==> src/rtl/array_alu_apb_arb.sv <==
// Two-requester round-robin arbiter driving a single APB master port.
// One transfer in flight; completion is a registered one-cycle pulse.
module array_alu_apb_arb #(
   parameter int ADDR_W  = 32,
   parameter int DATA_W  = 32,
   parameter int TIMEOUT = 16
) (
   input  logic                clk,
   input  logic                aresetn,
   input  logic [1:0]          req,
   output logic [1:0]          gnt,
   input  logic [2*ADDR_W-1:0] addr,
   input  logic [1:0]          write,
   input  logic [2*DATA_W-1:0] wdata,
   output logic [1:0]          rsp,
   output logic [DATA_W-1:0]   rdata,
   output logic                err,
   output logic [ADDR_W-1:0]   paddr,
   output logic                psel,
   output logic                penable,
   output logic                pwrite,
   output logic [DATA_W-1:0]   pwdata,
   input  logic                pready,
   input  logic [DATA_W-1:0]   prdata,
   input  logic                pslverr
);

   localparam int CW = (TIMEOUT < 2) ? 1 : $clog2(TIMEOUT + 1);

   typedef enum logic [1:0] {
      IDLE   = 2'd0,
      SETUP  = 2'd1,
      ACCESS = 2'd2
   } state_t;

   state_t            state;
   state_t            nxt;
   logic              lp;
   logic              win;
   logic              grant;
   logic              done;
   logic              tmo;
   logic [CW-1:0]     cnt;
   logic [ADDR_W-1:0] cap_addr;
   logic [DATA_W-1:0] cap_wdata;
   logic              cap_write;
   logic              cap_w;
   logic [1:0]        rsp_q;
   logic [DATA_W-1:0] rdata_q;
   logic              err_q;

   // Prefer the requester that did not win last time.
   always_comb begin
      win   = req[~lp] ? ~lp : lp;
      grant = (state == IDLE) && (req != 2'b00);
      done  = (state == ACCESS) && pready;
      tmo   = (TIMEOUT != 0) && (state == ACCESS) && !pready
              && (cnt == CW'(TIMEOUT - 1));
   end

   always_ff @(posedge clk or negedge aresetn) begin
      if (!aresetn) begin
         state <= IDLE;
      end else begin
         state <= nxt;
      end
   end

   always_comb begin
      nxt = state;
      unique case (state)
         IDLE:    if (grant) nxt = SETUP;
         SETUP:   nxt = ACCESS;
         ACCESS:  if (done || tmo) nxt = IDLE;
         default: nxt = IDLE;
      endcase
   end

   always_comb begin
      gnt     = 2'b00;
      psel    = 1'b0;
      penable = 1'b0;
      unique case (state)
         IDLE:    if (grant && aresetn) gnt = {win, ~win};
         SETUP:   psel = 1'b1;
         ACCESS: begin
            psel    = 1'b1;
            penable = 1'b1;
         end
         default: ;
      endcase
   end

   always_ff @(posedge clk or negedge aresetn) begin
      if (!aresetn) begin
         lp        <= 1'b1;
         cap_addr  <= '0;
         cap_wdata <= '0;
         cap_write <= 1'b0;
         cap_w     <= 1'b0;
      end else if (grant) begin
         lp        <= win;
         cap_w     <= win;
         cap_write <= write[win];
         cap_addr  <= win ? addr[2*ADDR_W-1:ADDR_W] : addr[ADDR_W-1:0];
         cap_wdata <= win ? wdata[2*DATA_W-1:DATA_W] : wdata[DATA_W-1:0];
      end
   end

   // Wait-state counter, restarted every time ACCESS is entered.
   always_ff @(posedge clk or negedge aresetn) begin
      if (!aresetn) begin
         cnt <= '0;
      end else if (state == SETUP) begin
         cnt <= '0;
      end else if ((state == ACCESS) && !pready) begin
         cnt <= cnt + 1'b1;
      end
   end

   always_ff @(posedge clk or negedge aresetn) begin
      if (!aresetn) begin
         rsp_q   <= 2'b00;
         rdata_q <= '0;
         err_q   <= 1'b0;
      end else if (done || tmo) begin
         rsp_q   <= {cap_w, ~cap_w};
         err_q   <= tmo | pslverr;
         rdata_q <= (tmo || cap_write) ? '0 : prdata;
      end else begin
         rsp_q   <= 2'b00;
         rdata_q <= '0;
         err_q   <= 1'b0;
      end
   end

   assign rsp    = rsp_q;
   assign rdata  = rdata_q;
   assign err    = err_q;
   assign paddr  = cap_addr;
   assign pwrite = cap_write;
   assign pwdata = cap_wdata;

endmodule

==> config.mk <==
export PLATFORM = sky130hd
export DESIGN_NAME = array_alu_apb_arb
export DESIGN_NICKNAME = d
export VERILOG_FILES = /design/src/rtl/array_alu_apb_arb.sv
export SDC_FILE = /design/constraint.sdc
export NUM_CORES = 1
export LEC_CHECK = 0
export ABC_CLOCK_PERIOD_IN_PS = 2480
export CAP_MARGIN = 20
export CORE_ASPECT_RATIO = 0.9
export CORE_MARGIN = 5
export CORE_UTILIZATION = 42
export DETAILED_ROUTE_END_ITERATION = 6
export GPL_TIMING_DRIVEN = 1
export PLACE_DENSITY_LB_ADDON = 0.2
export SYNTH_ARGS = -nofsm -noshare
export SYNTH_HDL_FRONTEND = slang
export SYNTH_SLANG_ARGS = --single-unit
==> constraint.sdc <==
create_clock -name clk -period 2.48 [get_ports clk]
set_input_delay 0.372 -clock clk [delete_from_list [all_inputs] [get_ports clk]]
set_output_delay 0.372 -clock clk [all_outputs]
set_load 0.005 [all_outputs]
### Yosys cells after proc, flatten, opt, wreduce, memory -nomap -nowiden

Cells that the tools add are included.

* word-level logic and storage cells: 55
* register bits after elaboration: 109
* output and inout bits: 104
* bits of input ports: 168

* equal/unequal tests: 5
* reductions and logical operators: 13
* mux-type cells: 20
* bitwise logic cells: 4
* add/subtract/negate cells: 1
* order comparisons: 2

Operators by type and width (count)
* $mux 32: 4
* $mux 2: 5
* $mux 5: 2
* $mux 1: 8
* $pmux 2 s3: 1
* $add 5x1->5 const B: 1
* $eq 5x4->1 const B: 1
* $logic_and 1x1->1: 5
* $lt 1x2->1 const B: 2
* $reduce_bool 2->1: 2
* $not 1->1: 3
* $eq 2x1->1 const B: 1
* $eq 2x2->1 const B: 1
* $logic_not 2->1: 1
* $logic_or 1x1->1: 2
* $ne 2x1->1 const B: 1
* $ne 2x2->1 const B: 1
* $reduce_and 2->1: 1
* $reduce_or 2->1: 1
* $logic_not 1->1: 1
* $or 1x1->1: 1

### Logic depth before layout (Yosys ltp)

* depth after elaboration: 7
* gate-level depth with buffers: 8
* depth with buffers taken out: 6

### Worst setup path before layout

OpenSTA, ideal clock, no wires.

* path type: reg-to-output
* start point: register state[0]
* end point: output gnt[0]
* cell stages (with the launch flop): 9
* setup slack: 0.769 ns
* arrival time: 1.339 ns
* data required time: 2.108 ns
* path buffers: 3
* path through: dfrtp_1 inv_1 ha_1 o21a_1 buf_2 buf_4 buf_4 nand2_1 a21oi_1

* word-level cells in the longest chain between the ends: 5

RTL lines
* start: declaration: line 36 `state_t state;`
* start signal: assignment: line 65 `state <= nxt;`
* $logic_not 2->1 (*): line 55, 83
* $logic_and 1x1->1: line 55 `grant = (state == IDLE) && (req != 2'b00);`
* $logic_and 1x1->1: line 84 `IDLE: if (grant && aresetn) gnt = {win, ~win};`
* $mux 2: line 84
* $mux 2 (*): line 83 `unique case (state)`
* end: declaration: line 11 `output logic [1:0] gnt,`

Every way passes the cells marked *; elsewhere a longest branch is shown, timed or not.

### Final worst setup path

Same ends and word-level chain as after synthesis.

==> impl_metrics.ini <==
[worst_setup_path]
crit_chain = inv_1 > ha_2 > o21a_4 > nand2_1 > a21oi_1 > clkdlybuf4s50_1
required_ns = 2.11
critPathKind = register to primary output
crit_arrival_ns = 1.96
cpPeakStageDelay_ns = 0.55
cp-start-kind = register
path_max_fanout = 4
rr_endpoint = state[1]$_DFFE_PN0P_
r2r-start = cnt[0]$_DFFE_PN0P_
crit_buf_inv = 2
rr_worst_depth = 6
cp-end-kind = primary output
reg2reg_slack_ns = 0.63
worst_path_max_delay_cell = clkdlybuf4s50_1
cpLargestDelayFamily = buffers and inverters

[sta]
setup_viol = 0
rsz0062_at_grt = no
maxSlewHeadroom_pct = 41.9
slew_violations = 0
fin_tns_setup_ns = 0
period_needed_ns = 2.33
fin_crit_sh_pct = 94.1
finClkSkew_ns = 0.00594
tightest_slew_ns = 0.872
hold_violations = 0
hold_slack_ns = 0.119
fmax_mhz = 429

[layout]
insertedDiodeCount = 0
area_growth_pct = 60.8
layout.cells.non_filler = 903
nNetsFinal = 915
drive_above_1_share_pct = 8.03
final_common_cell = clkdlybuf4s50_1
layout.cells.most_common_list = 270 x clkdlybuf4s50_1, 108 x dfrtp_1, 74 x nor2_1

[synthesis]
synth_largest_area_cell = dfrtp_1
yosys.area_share.simple_pct = 20.5
synth_xor_area_share_pct = 0.352
ys_ff_latch = 109
synthCells = 498
synth_area_leaders = dfrtp_1 54%, a31oi_1 8.2%, o21ai_0 6.1%
yosys.area_share.adder_pct = 1.26
yosysSeqAreaShare_pct = 54.9
yosysWarnings = 0
synth_top_family_by_area = simple AND/OR/NAND/NOR gates
synth_compound_area_share_pct = 15.9
synth_fp_nets = 671
syn_area_um2 = 4970
avgSynthCellArea_um2 = 9.99
synth.distinct_cells = 34
synth_top_area_share_pct = 54.3
muxShareOfSynthArea_pct = 0.855

[drt]
routed_wirelength_um = 16400
wl_met1_um = 6450
drc_errors = 0
vias_per_cell = 5.23
drtAntennaViolNets = 0
drt_iter0_markers = 405
wl_per_cell_um = 18.1
highest_layer = met4
wl_met2_um = 8100
dr_total_vias = 4719
met3WireLength_um = 1330
drt_pass1_iterations = 5

[die]
initial_core_util_pct = 43.1
rows = 37
die-area_um2 = 14100
die_x_um = 125
coreArea_um2 = 11500
die_y_um = 113
ioPinCount = 272

[min_path]
hold_class = input port to asynchronous set/reset pin

[clocking]
cts-buffers-inserted = 9
cts.sink_count = 109
h-tree-depth = 3
cts_setup_buffers = 0
cts_tree = built
hold_buffers = 0
cts-root-buf = clkbuf_16
clockBufferDepth = 2
path_clk_slew_ns = 0.07
clock_latency_ns = 0.35

[global_route]
grt_use_total_pct = 22.6
grt_max_degree = 131
grt_pass1_wl_um = 25600
antenna_found_initial = 0
gr-total-overflow = 0
grt_pass1_vias = 4616

[placement]
globalplace.congestion = 0.803
placed_cells = 887
hpwl_um = 11700
port_buffers = 271

[pwr]
peakVddDrop_mv = 0.514
power.density_nw_per_um2 = 984
leakagePower_nw = 3.28

[job]
cap_violations = 0

[status]
run_status = completed
stage by stage:
stage | power (mW) | utilization, % | setup WS (ns) | area [um^2]
final | 7.87 | 69.4 | 0.146 | 8000
after global routing | 8.40 | 69.4 | 0.0191 | 8000
after CTS | 7.93 | 69.4 | 0.0634 | 8000
after detailed placement | 6.51 | 66.8 | 0.119 | 7700
after global placement | 6.39 | 66.8 | 0.135 | 7700
after floorplan | 4.61 | - | 0.769 | 4970
cells by family (layout without fill, tap and decap cells):
kind of cell	after synthesis	in the layout
multiplexers	4	4
buffers and inverters	51	300
XOR/XNOR	2	2
AND/OR/NAND/NOR	187	187
AO/OA/AOI/OAI	140	140
flip-flops	109	109
adder cells (fa/ha/maj)	5	5
worst reg2reg max path, stage by stage (launching register included):
cell and delay [ns]:
dfrtp_1 0.41, ha_1 0.23, and3_1 0.18, ha_1 0.20
nor3b_1 0.36, a21oi_1 0.08, mux2_2 0.28
where the power goes:
| group | switching (mW) | internal [mW] | leakage (nW) | total (mW) |
|---|---|---|---|---|
| sequential | 0.341 | 2.43 | 1.33 | 2.77 |
| clock | 0.681 | 0.726 | 0.138 | 1.41 |
| combinational | 1.74 | 1.96 | 1.81 | 3.69 |
synth_stat cells (all sizes together):
cell and number:
nand3 65, xnor2 1, dfrtp 108, xor2 1, nor3b 1, nor2b 2
mux2 2, buf 35, o21ai 70, inv 4, and3 1, dfstp 1
and3b 1, or2 1, ha 5, a21oi 2, nor2 75, clkbuf 12
a211oi 1, and2 33, a31oi 65, nand3b 1, o21a 2, nand4 1
nand2 5, and2b 1, mux2i 2
registers in the layout, indices dropped and copies added (netlist names):
signal / flops
err: 1
paddr: 32
lp: 1
cap_w: 1
pwrite: 1
state: 2
pwdata: 32
cnt: 5
rdata: 32
rsp: 2
layer usage:
metal  GRT usage, %  vias to the layer above
met5              0                        -
met4           9.06                        0
met3           5.95                       32
met2           37.6                      218
met1           28.3                     2238
li1               -                     2231
worst max-delay path by stage:
stage	from	to	slack [ns]	cells after the start
2_1_floorplan	state[0]$_DFFE_PN0P_	gnt[0]	0.77	8
4_1_cts	state[1]$_DFFE_PN0P_	gnt[0]	0.06	6
3_5_place_dp	req[1]	gnt[0]	0.12	4
3_3_place_gp	req[1]	gnt[0]	0.13	4
6_report	state[0]$_DFFE_PN0P_	gnt[0]	0.15	6
5_1_grt	state[0]$_DFFE_PN0P_	gnt[0]	0.02	6
repair_timing:
| action | CTS | global route |
|---|---|---|
| endpoints found under the setup margin | 0 | 1 |
| endpoints found under the hold margin | 0 | 0 |
| gates resized for setup | 0 | 1 |
cell type report:
| type | count | area [um^2] |
|---|---|---|
| Clock inverter | 6 | 52.6 |
| Tap cell | 156 | 195 |
| Clock buffer | 10 | 239 |
| Inverter | 4 | 15.0 |
| Sequential cell | 109 | 2730 |
| Fill cell | 863 | 3530 |
| Multi-Input combinational cell | 338 | 1950 |
| Timing Repair Buffer | 280 | 2820 |
(Power assumes the default switching activity.)
